--- src/rtl/sipo_pkg.sv ---
// Shared types and constants for the sipo_deframer receive stage.
package sipo_pkg;

  typedef enum logic [1:0] {
    IDLE   = 2'd0,
    SHIFT  = 2'd1,
    PARITY = 2'd2
  } state_t;

  localparam logic RST_ACTIVE = 1'b0;

  // Bit counter must be able to hold the value WIDTH itself.
  function automatic int cnt_width(input int w);
    return $clog2(w + 1);
  endfunction

endpackage

--- src/rtl/sipo_hold_reg.sv ---
// Valid/ready output holding register for completed words (data plus parity flag),
// with a sticky overrun flag raised when a word arrives while the held one is stalled.
module sipo_hold_reg
  import sipo_pkg::*;
#(
  parameter int WIDTH = 4
) (
  input  logic             clk,
  input  logic             rst,
  input  logic             load,
  input  logic [WIDTH:0]   load_data,
  input  logic             out_ready,
  output logic [WIDTH:0]   data_out,
  output logic             out_valid,
  output logic             overrun
);

  logic [WIDTH:0] data_reg;
  logic           valid_reg;
  logic           overrun_reg;

  always_ff @(posedge clk) begin
    if (rst == RST_ACTIVE) begin
      data_reg    <= '0;
      valid_reg   <= 1'b0;
      overrun_reg <= 1'b0;
    end else if (load) begin
      // A consumer draining the held word this cycle frees the slot for the new one.
      if (!valid_reg || out_ready) begin
        data_reg  <= load_data;
        valid_reg <= 1'b1;
      end else begin
        overrun_reg <= 1'b1;
      end
    end else if (valid_reg && out_ready) begin
      valid_reg <= 1'b0;
    end
  end

  assign data_out  = data_reg;
  assign out_valid = valid_reg;
  assign overrun   = overrun_reg;

endmodule

--- src/rtl/sipo_deframer.sv ---
// Serial-to-parallel deframer with start-marker alignment and valid/ready output.
// Optional even-parity trailer bit is enabled by defining SIPO_PARITY_EN.
module sipo_deframer
  import sipo_pkg::*;
#(
  parameter int WIDTH     = 4,
  parameter bit MSB_FIRST = 1'b1
) (
  input  logic             clk,
  input  logic             rst,
  input  logic             start,
  input  logic             bit_valid,
  input  logic             serial_in,
  output logic [WIDTH-1:0] shift_reg,
  output logic [WIDTH-1:0] parallel_out,
  output logic             out_valid,
  input  logic             out_ready,
  output logic             busy,
  output logic             overrun,
  output logic             parity_err
);

  localparam int            CW   = cnt_width(WIDTH);
  localparam logic [CW-1:0] LAST = CW'(WIDTH - 1);

  state_t           state_reg;
  logic [CW-1:0]    count_reg;
  logic [WIDTH-1:0] assembly_reg;
  logic [WIDTH-1:0] shift_base;
  logic [WIDTH-1:0] shift_next;
  logic             word_load;
  logic [WIDTH:0]   word_data;
  logic [WIDTH:0]   hold_data;

  // A start bit always begins from an empty register, whatever state we are in.
  assign shift_base = start ? '0 : assembly_reg;

  genvar gi;
  generate
    for (gi = 0; gi < WIDTH; gi++) begin : g_shift
      if (MSB_FIRST) begin : g_msb
        if (gi == 0) begin : g_in
          assign shift_next[gi] = serial_in;
        end else begin : g_mv
          assign shift_next[gi] = shift_base[gi-1];
        end
      end else begin : g_lsb
        if (gi == WIDTH - 1) begin : g_in
          assign shift_next[gi] = serial_in;
        end else begin : g_mv
          assign shift_next[gi] = shift_base[gi+1];
        end
      end
    end
  endgenerate

  always_ff @(posedge clk) begin
    if (rst == RST_ACTIVE) begin
      state_reg    <= IDLE;
      count_reg    <= '0;
      assembly_reg <= '0;
    end else if (bit_valid) begin
      if (start) begin
        assembly_reg <= shift_next;
        count_reg    <= CW'(1);
        state_reg    <= SHIFT;
      end else begin
        case (state_reg)
          SHIFT: begin
            assembly_reg <= shift_next;
            if (count_reg == LAST) begin
`ifdef SIPO_PARITY_EN
              count_reg <= count_reg + 1'b1;
              state_reg <= PARITY;
`else
              count_reg <= '0;
              state_reg <= IDLE;
`endif
            end else begin
              count_reg <= count_reg + 1'b1;
            end
          end
          PARITY: begin
            count_reg <= '0;
            state_reg <= IDLE;
          end
          default: begin
            state_reg <= IDLE;
          end
        endcase
      end
    end
  end

`ifdef SIPO_PARITY_EN
  assign word_load = bit_valid && !start && (state_reg == PARITY);
  assign word_data = {(^assembly_reg) ^ serial_in, assembly_reg};
`else
  assign word_load = bit_valid && !start && (state_reg == SHIFT) && (count_reg == LAST);
  assign word_data = {1'b0, shift_next};
`endif

  sipo_hold_reg #(
    .WIDTH(WIDTH)
  ) u_hold (
    .clk      (clk),
    .rst      (rst),
    .load     (word_load),
    .load_data(word_data),
    .out_ready(out_ready),
    .data_out (hold_data),
    .out_valid(out_valid),
    .overrun  (overrun)
  );

  assign shift_reg    = assembly_reg;
  assign parallel_out = hold_data[WIDTH-1:0];
  assign parity_err   = hold_data[WIDTH];
  assign busy         = (state_reg != IDLE);

endmodule

--- config.mk ---
export PLATFORM = sky130hd
export DESIGN_NAME = sipo_deframer
export DESIGN_NICKNAME = d
export VERILOG_FILES = /design/src/rtl/sipo_pkg.sv /design/src/rtl/sipo_hold_reg.sv /design/src/rtl/sipo_deframer.sv
export SDC_FILE = /design/constraint.sdc
export NUM_CORES = 1
export LEC_CHECK = 0
export BUFFER_PORTS_ARGS = -buffer_cell sky130_fd_sc_hd__buf_2
export CAP_MARGIN = 20
export CORE_UTILIZATION = 49
export DETAILED_ROUTE_END_ITERATION = 8
export GPL_TIMING_DRIVEN = 0
export PLACE_DENSITY = 0.72
export SETUP_SLACK_MARGIN = 0.3
export SKIP_CTS_REPAIR_TIMING = 1
export SLEW_MARGIN = 20
export SYNTH_ARGS = -nofsm -noshare
export SYNTH_HDL_FRONTEND = slang
export SYNTH_SLANG_ARGS = --single-unit
--- constraint.sdc ---
create_clock -name clk -period 1.51 [get_ports clk]
set_input_delay 0.151 -clock clk [delete_from_list [all_inputs] [get_ports clk]]
set_output_delay 0.151 -clock clk [all_outputs]
set_load 0.02 [all_outputs]
==> results of run 1 <==
-- critical path, delay by kind of cell, from the launching register on --
family | cells | cell delay [ns]
AND/OR/NAND/NOR | 2 | 0.38
adder cells (fa/ha/maj) | 1 | 0.14
flip-flops | 1 | 0.36
multiplexers | 1 | 0.24
-- layout by cell type, fill, tap and decap left out, drive strengths merged, types with 2 or more instances in the layout --
master / netlist / layout
buf: 5 / 24
nand2b: 2 / 2
o21ai: 5 / 5
nand2: 8 / 8
a31oi: 3 / 3
dfxtp: 14 / 14
clkbuf: 0 / 4
mux2i: 6 / 6
nor2b: 7 / 7
nand3b: 8 / 8
a22oi: 2 / 2
-- final timing paths --
| check | endpoint | slack [ns] |
|---|---|---|
| setup / recovery | u_hold.data_out[2]$_SDFFE_PN0P_ | 0.31 |
| hold / removal | u_hold.data_out[0]$_SDFFE_PN0P_ | 0.13 |
| setup reg to reg | u_hold.data_out[2]$_SDFFE_PN0P_ | 0.31 |
| hold reg to reg | count_reg[2]$_SDFFE_PN0P_ | 0.45 |
-- logic make-up after synthesis --
group	after synthesis	synth area share, %
mux	6	8.97
flops	14	41.9
buf+inv	5	4.48
other cells	1	0.560
fa+ha+maj	1	1.87
compound gates	13	12.3
simple gates	30	29.9
-- power groups by stage --
stage / registers, mW / logic [mW] / clock network, mW
after floorplan: 0.393 / 0.0431 / 0
after global placement: 0.389 / 0.0682 / 0
after detailed placement: 0.390 / 0.0695 / 0
after CTS: 0.381 / 0.0694 / 0.284
after global routing: 0.383 / 0.0839 / 0.297
final: 0.383 / 0.0759 / 0.279
-- layer usage --
layer	part of all wire (%)	GRT usage, %
met1	43	26.6
met2	52	37.5
met3	4.1	8.67
met4	0.73	5.17
met5	0	0
-- through the flow --
step,hold WS [ns],utilization (%),setup slack (ns)
3_3_place_gp,0.414,64.7,0.250
6_report,0.130,71.6,0.306
4_1_cts,0.118,67.7,0.167
2_1_floorplan,0.293,-,0.303
5_1_grt,0.125,71.6,0.254
3_5_place_dp,0.417,64.7,0.197
-- cell type report --
type,instances,area [um2]
Clock buffer,4,36.3
Buffer,5,30.0
Multi-Input combinational cell,51,379
Fill cell,97,337
Sequential cell,14,284
Tap cell,14,17.5
Timing Repair Buffer,19,103
==> impl_metrics.yaml, run 1 <==
yosys:
  synthesis.instances: 70
  ys_async_sr_fraction_pct: 0
  yosys-top-cells-area: "dfxtp_1 (42%), mux2i_1 (9.0%), nand3b_1 (7.9%), nor2b_1 (6.5%), nand2_1 (4.5%)"
  seq_area_frac_synth_pct: 41.9
  ys_warn_count: 0
  synth_flop_cell: "dfxtp_1"
  syn_area_per_cell_um2: 9.56
  yosysTopAreaCellShare_pct: 41.9
  synth_area_leader_cell: "dfxtp_1"
  synth_common_cells: "dfxtp_1 (14), nand2_1 (8), nand3b_1 (7), nor2b_1 (7), mux2i_1 (6)"
  synth_area_um2: 669
  synth.distinct_cells: 24
  synth_most_common_cell: "dfxtp_1"
  synth_fp_nets: 77
  synth_edf_count: 0
  synth-seq-cells: 14
grt:
  grt_max_degree: 11
  grt_pass1_vias: 489
  antenna_found_initial: 0
  gr-usage-all-layers_pct: 22.4
  grt_pass1_wl_um: 2190
  grt_overflow_total: 0
critical_path:
  crit_path_top_delay_cell: "dfxtp_2"
  critPathArrivalTime_ns: 1.41
  r2r_cells: 4
  reg2reg_from: "count_reg[0]$_SDFFE_PN0P_"
  end_kind: "flip-flop"
  crit_path_max_fanout: 4
  max_stage_delay_ns: 0.36
  path_cells: "ha_4 -> nand2b_4 -> nor3_4 -> mux2i_1"
  cp-startpoint: "count_reg[0]$_SDFFE_PN0P_"
  critPathRequiredTime_ns: 1.72
  critPathLaunchType: "flip-flop"
  critPathKind: "reg2reg"
clock_network:
  clkTransAtPathRegs_ns: 0.10
  numCtsBuffers: 3
  clock_sinks: 14
  htreeDepth: 1
  cts_tree: "yes"
  clk_latency_ns: 0.29
  clockBufferDepth: 2
  cts_root_buf: "clkbuf_4"
power_and_ir_drop:
  internal-power_uw: 556
  total_leakage_power_nw: 0.375
  p_comb_share_pct: 10.3
  clockPowerShare_pct: 37.8
  p_per_area_mw_per_mm2: 868
  seq_power_share_pct: 51.9
  peakVddDrop_v: 0.000808
  power.total_uw: 737
  switchingPower_uw: 181
  swShare_pct: 24.5
floorplan:
  core-area_mm2: 0.00119
  die_area_mm2: 0.00152
  dieWidth_um: 39.0
  initial_core_util_pct: 56.4
  dieHeight_um: 39.0
  pin_count: 18
  rows: 12
job:
  drv_cap: 0
timing:
  rsz0062_at_grt: "true"
  fmax_mhz: 830
  fin_crit_sh_pct: 79.8
  fin_tns_setup_ns: 0
  finalSetupViolCount: 0
  fin_skew_ns: 0.00961
  drv_slew: 0
  min_period_ns: 1.20
  hold_viol: 0
layout:
  final_area_um2: 850
  drive_gt1_share_pct: 38.7
  area_growth_syn_to_layout_pct: 26.9
  nets: 101
  instances_no_fill: 107
  antennaDiodeCount: 0
drt:
  wirelength_um: 1510
  vias_per_cell: 5.35
  vias: 572
  drt_iter0_markers: 9
  detail_route.first_pass.iterations: 4
  detail-route-antenna-nets: 0
  remaining_drc_errors: 0
  wire_per_inst_um: 14.1
min_path:
  hold_path_depth: 3
  hold_class: "in2reg"
  min_from: "serial_in"
placement:
  dpl_cell_area_um2: 767
  dp.cells: 100
  place_congestion: 0.621
  port_buffers: 16
  hpwlAfterDp_um: 968
status:
  outcome: "finished clean"
Note: power is estimated with default switching activity, not from simulation.
==> run 2, diff against run 1 <==
--- a/config.mk
+++ b/config.mk
@@ -7,10 +7,10 @@
 export LEC_CHECK = 0
 export BUFFER_PORTS_ARGS = -buffer_cell sky130_fd_sc_hd__buf_2
 export CAP_MARGIN = 20
-export CORE_UTILIZATION = 49
+export CORE_UTILIZATION = 44
 export DETAILED_ROUTE_END_ITERATION = 8
 export GPL_TIMING_DRIVEN = 0
-export PLACE_DENSITY = 0.72
+export PLACE_DENSITY = 0.68
 export SETUP_SLACK_MARGIN = 0.3
 export SKIP_CTS_REPAIR_TIMING = 1
 export SLEW_MARGIN = 20
==> constraint.sdc (replaced) <==
create_clock -name clk -period 1.01 [get_ports clk]
set_input_delay 0.101 -clock clk [delete_from_list [all_inputs] [get_ports clk]]
set_output_delay 0.101 -clock clk [all_outputs]
set_load 0.02 [all_outputs]
==> run 2 against run 1 <==
Net effect: the run now ends with setup timing left; highest routed layer unchanged; global-route usage shrank 3.7 points; power grew 42%; worst hold slack lost 0.049 ns; die area grew 11%; register-to-register slack lost 0.50 ns; clock power grew 22%; setup slack lost 0.50 ns; via count grew 0.17%; critical path type unchanged; largest power group unchanged; sequential share of layout area shrank 2.9 points; sequential cell count is the same; sequential power grew 49%; first-iteration DRC count shrank 56%.
==> impl_metrics.yaml, run 2 (synthesis results as in run 1) <==
status:
  outcome: "finished, violations left"
  violations: "setup timing"
grt:
  grt_pass1_vias: 475
  met1_usage_pct: 23.7
  grt_pass1_wl_um: 1990
  grt_max_degree: 11
  antenna_found_initial: 0
  grt-busiest-layer: "met2"
  met3_usage_pct: 3.26
  gr-usage-all-layers_pct: 18.7
  grtUsageMet2_pct: 28.5
  grt_overflow_total: 0
drt:
  wire_per_inst_um: 12.4
  remaining_drc_errors: 0
  detail_route.first_pass.iterations: 2
  wirelength_um: 1400
  detail-route-antenna-nets: 0
  vias_per_cell: 5.07
  vias: 573
  drt_iter0_markers: 4
clock_network:
  clk_latency_ns: 0.28
  clock_sinks: 14
  htreeDepth: 1
  cts_tree: "yes"
  numCtsBuffers: 3
  cts_root_buf: "clkbuf_4"
  clockBufferDepth: 2
  clkTransAtPathRegs_ns: 0.08
power_and_ir_drop:
  total_leakage_power_nw: 0.411
  p_per_area_mw_per_mm2: 1060
  power.total_mw: 1.05
  peakVddDrop_v: 0.000813
layout:
  drive_gt1_share_pct: 53.1
  area_growth_syn_to_layout_pct: 48.2
  utilization_pct: 73.5
  instances_no_fill: 113
  nFillCells: 102
  layout_commonest_cell: "buf_6"
  antennaDiodeCount: 0
  layout_common_cells: "buf_6 (11), buf_4 (9), dfxtp_2 (9)"
  nets: 106
floorplan:
  die_area_mm2: 0.00168
  dieHeight_um: 41.0
  dieWidth_um: 41.0
  initial_core_util_pct: 49.6
  pin_count: 18
  core-area_mm2: 0.00135
  rows: 13
timing:
  rsz0062_at_grt: "true"
  fin_skew_ns: 0.00788
  worst_slack_ns: -0.192
  fmax_mhz: 832
  hold_viol: 0
  holdWs_ns: 0.0801
  fin_crit_sh_pct: 119
  min_period_ns: 1.20
  drv_slew: 0
  finalSetupViolCount: 9
critical_path:
  critPathRequiredTime_ns: 1.18
  critPathKind: "reg2reg"
  crit_path_max_fanout: 2
  critPathArrivalTime_ns: 1.38
  path_cells: "ha_4 -> nand2b_4 -> buf_4 -> or2_1 -> and3_1"
  critPathLaunchType: "flip-flop"
  max_stage_delay_ns: 0.37
  cp_num_buf_inv: 1
  critPathTopFamily: "simple AND/OR/NAND/NOR gates"
  crit_path_top_delay_cell: "dfxtp_4"
  end_kind: "flip-flop"
placement:
  port_buffers: 16
  dp.cells: 101
  hpwlAfterDp_um: 892
  place_congestion: 0.691
min_path:
  hold_class: "in2reg"
job:
  drv_cap: 0
## run 2: cell types whose count changed in the layout (fill, tap and decap cells not counted), moves of 3 or more
cell | previous run | this run
buf_2 | 19 | 8
buf_4 | 5 | 9
buf_6 | 0 | 11
dfxtp_1 | 11 | 2
dfxtp_2 | 3 | 9
dfxtp_4 | 0 | 3
## run 2: metrics by stage
stage	area, um2	worst slack (ns)	TNS [ns]
after CTS	835	-0.189	-0.861
after floorplan	709	-0.0660	-0.283
after global routing	992	-0.251	-1.52
after detailed placement	808	-0.158	-0.666
final	992	-0.192	-0.956
after global placement	808	-0.152	-0.629
## run 2: layout make-up
| cell class | count | area, um2 | area share (%) |
|---|---|---|---|
| Multi-Input combinational cell | 51 | 398 | 40.1 |
| Sequential cell | 14 | 303 | 30.5 |
| Timing Repair Buffer | 24 | 209 | 21.1 |
| Buffer | 5 | 37.5 | 3.78 |
| Clock buffer | 4 | 26.3 | 2.65 |
| Tap cell | 15 | 18.8 | 1.89 |
## run 2: worst reg2reg max path, stage by stage, from the launching register on
cell and delay (ns):
dfxtp_4 0.37, ha_4 0.15, nand2b_4 0.06, buf_4 0.13
or2_1 0.22, and3_1 0.16
## run 2: per-layer routing
| layer | vias to the layer above | routed length (um) |
|---|---|---|
| li1 | 297 | - |
| met2 | 13 | 651 |
| met3 | 2 | 49 |
| met4 | 0 | 14 |
| met1 | 261 | 682 |
| met5 | - | 0 |
## run 2: path summary, 6_finish.rpt
| path | start | end | slack (ns) | cells after the start |
|---|---|---|---|---|
| max reg2reg | count_reg[0]$_SDFFE_PN0P_ | count_reg[0]$_SDFFE_PN0P_ | -0.19 | 5 |
| min reg2reg | u_hold.data_out[0]$_SDFFE_PN0P_ | u_hold.data_out[0]$_SDFFE_PN0P_ | 0.47 | 2 |
| min | serial_in | u_hold.data_out[0]$_SDFFE_PN0P_ | 0.08 | 3 |
| max | count_reg[0]$_SDFFE_PN0P_ | count_reg[0]$_SDFFE_PN0P_ | -0.19 | 5 |
## run 2: power by group
group	switching, mW	total [mW]	internal, mW
logic	0.0690	0.142	0.0726
clock network	0.186	0.339	0.153
registers	0.0119	0.569	0.557
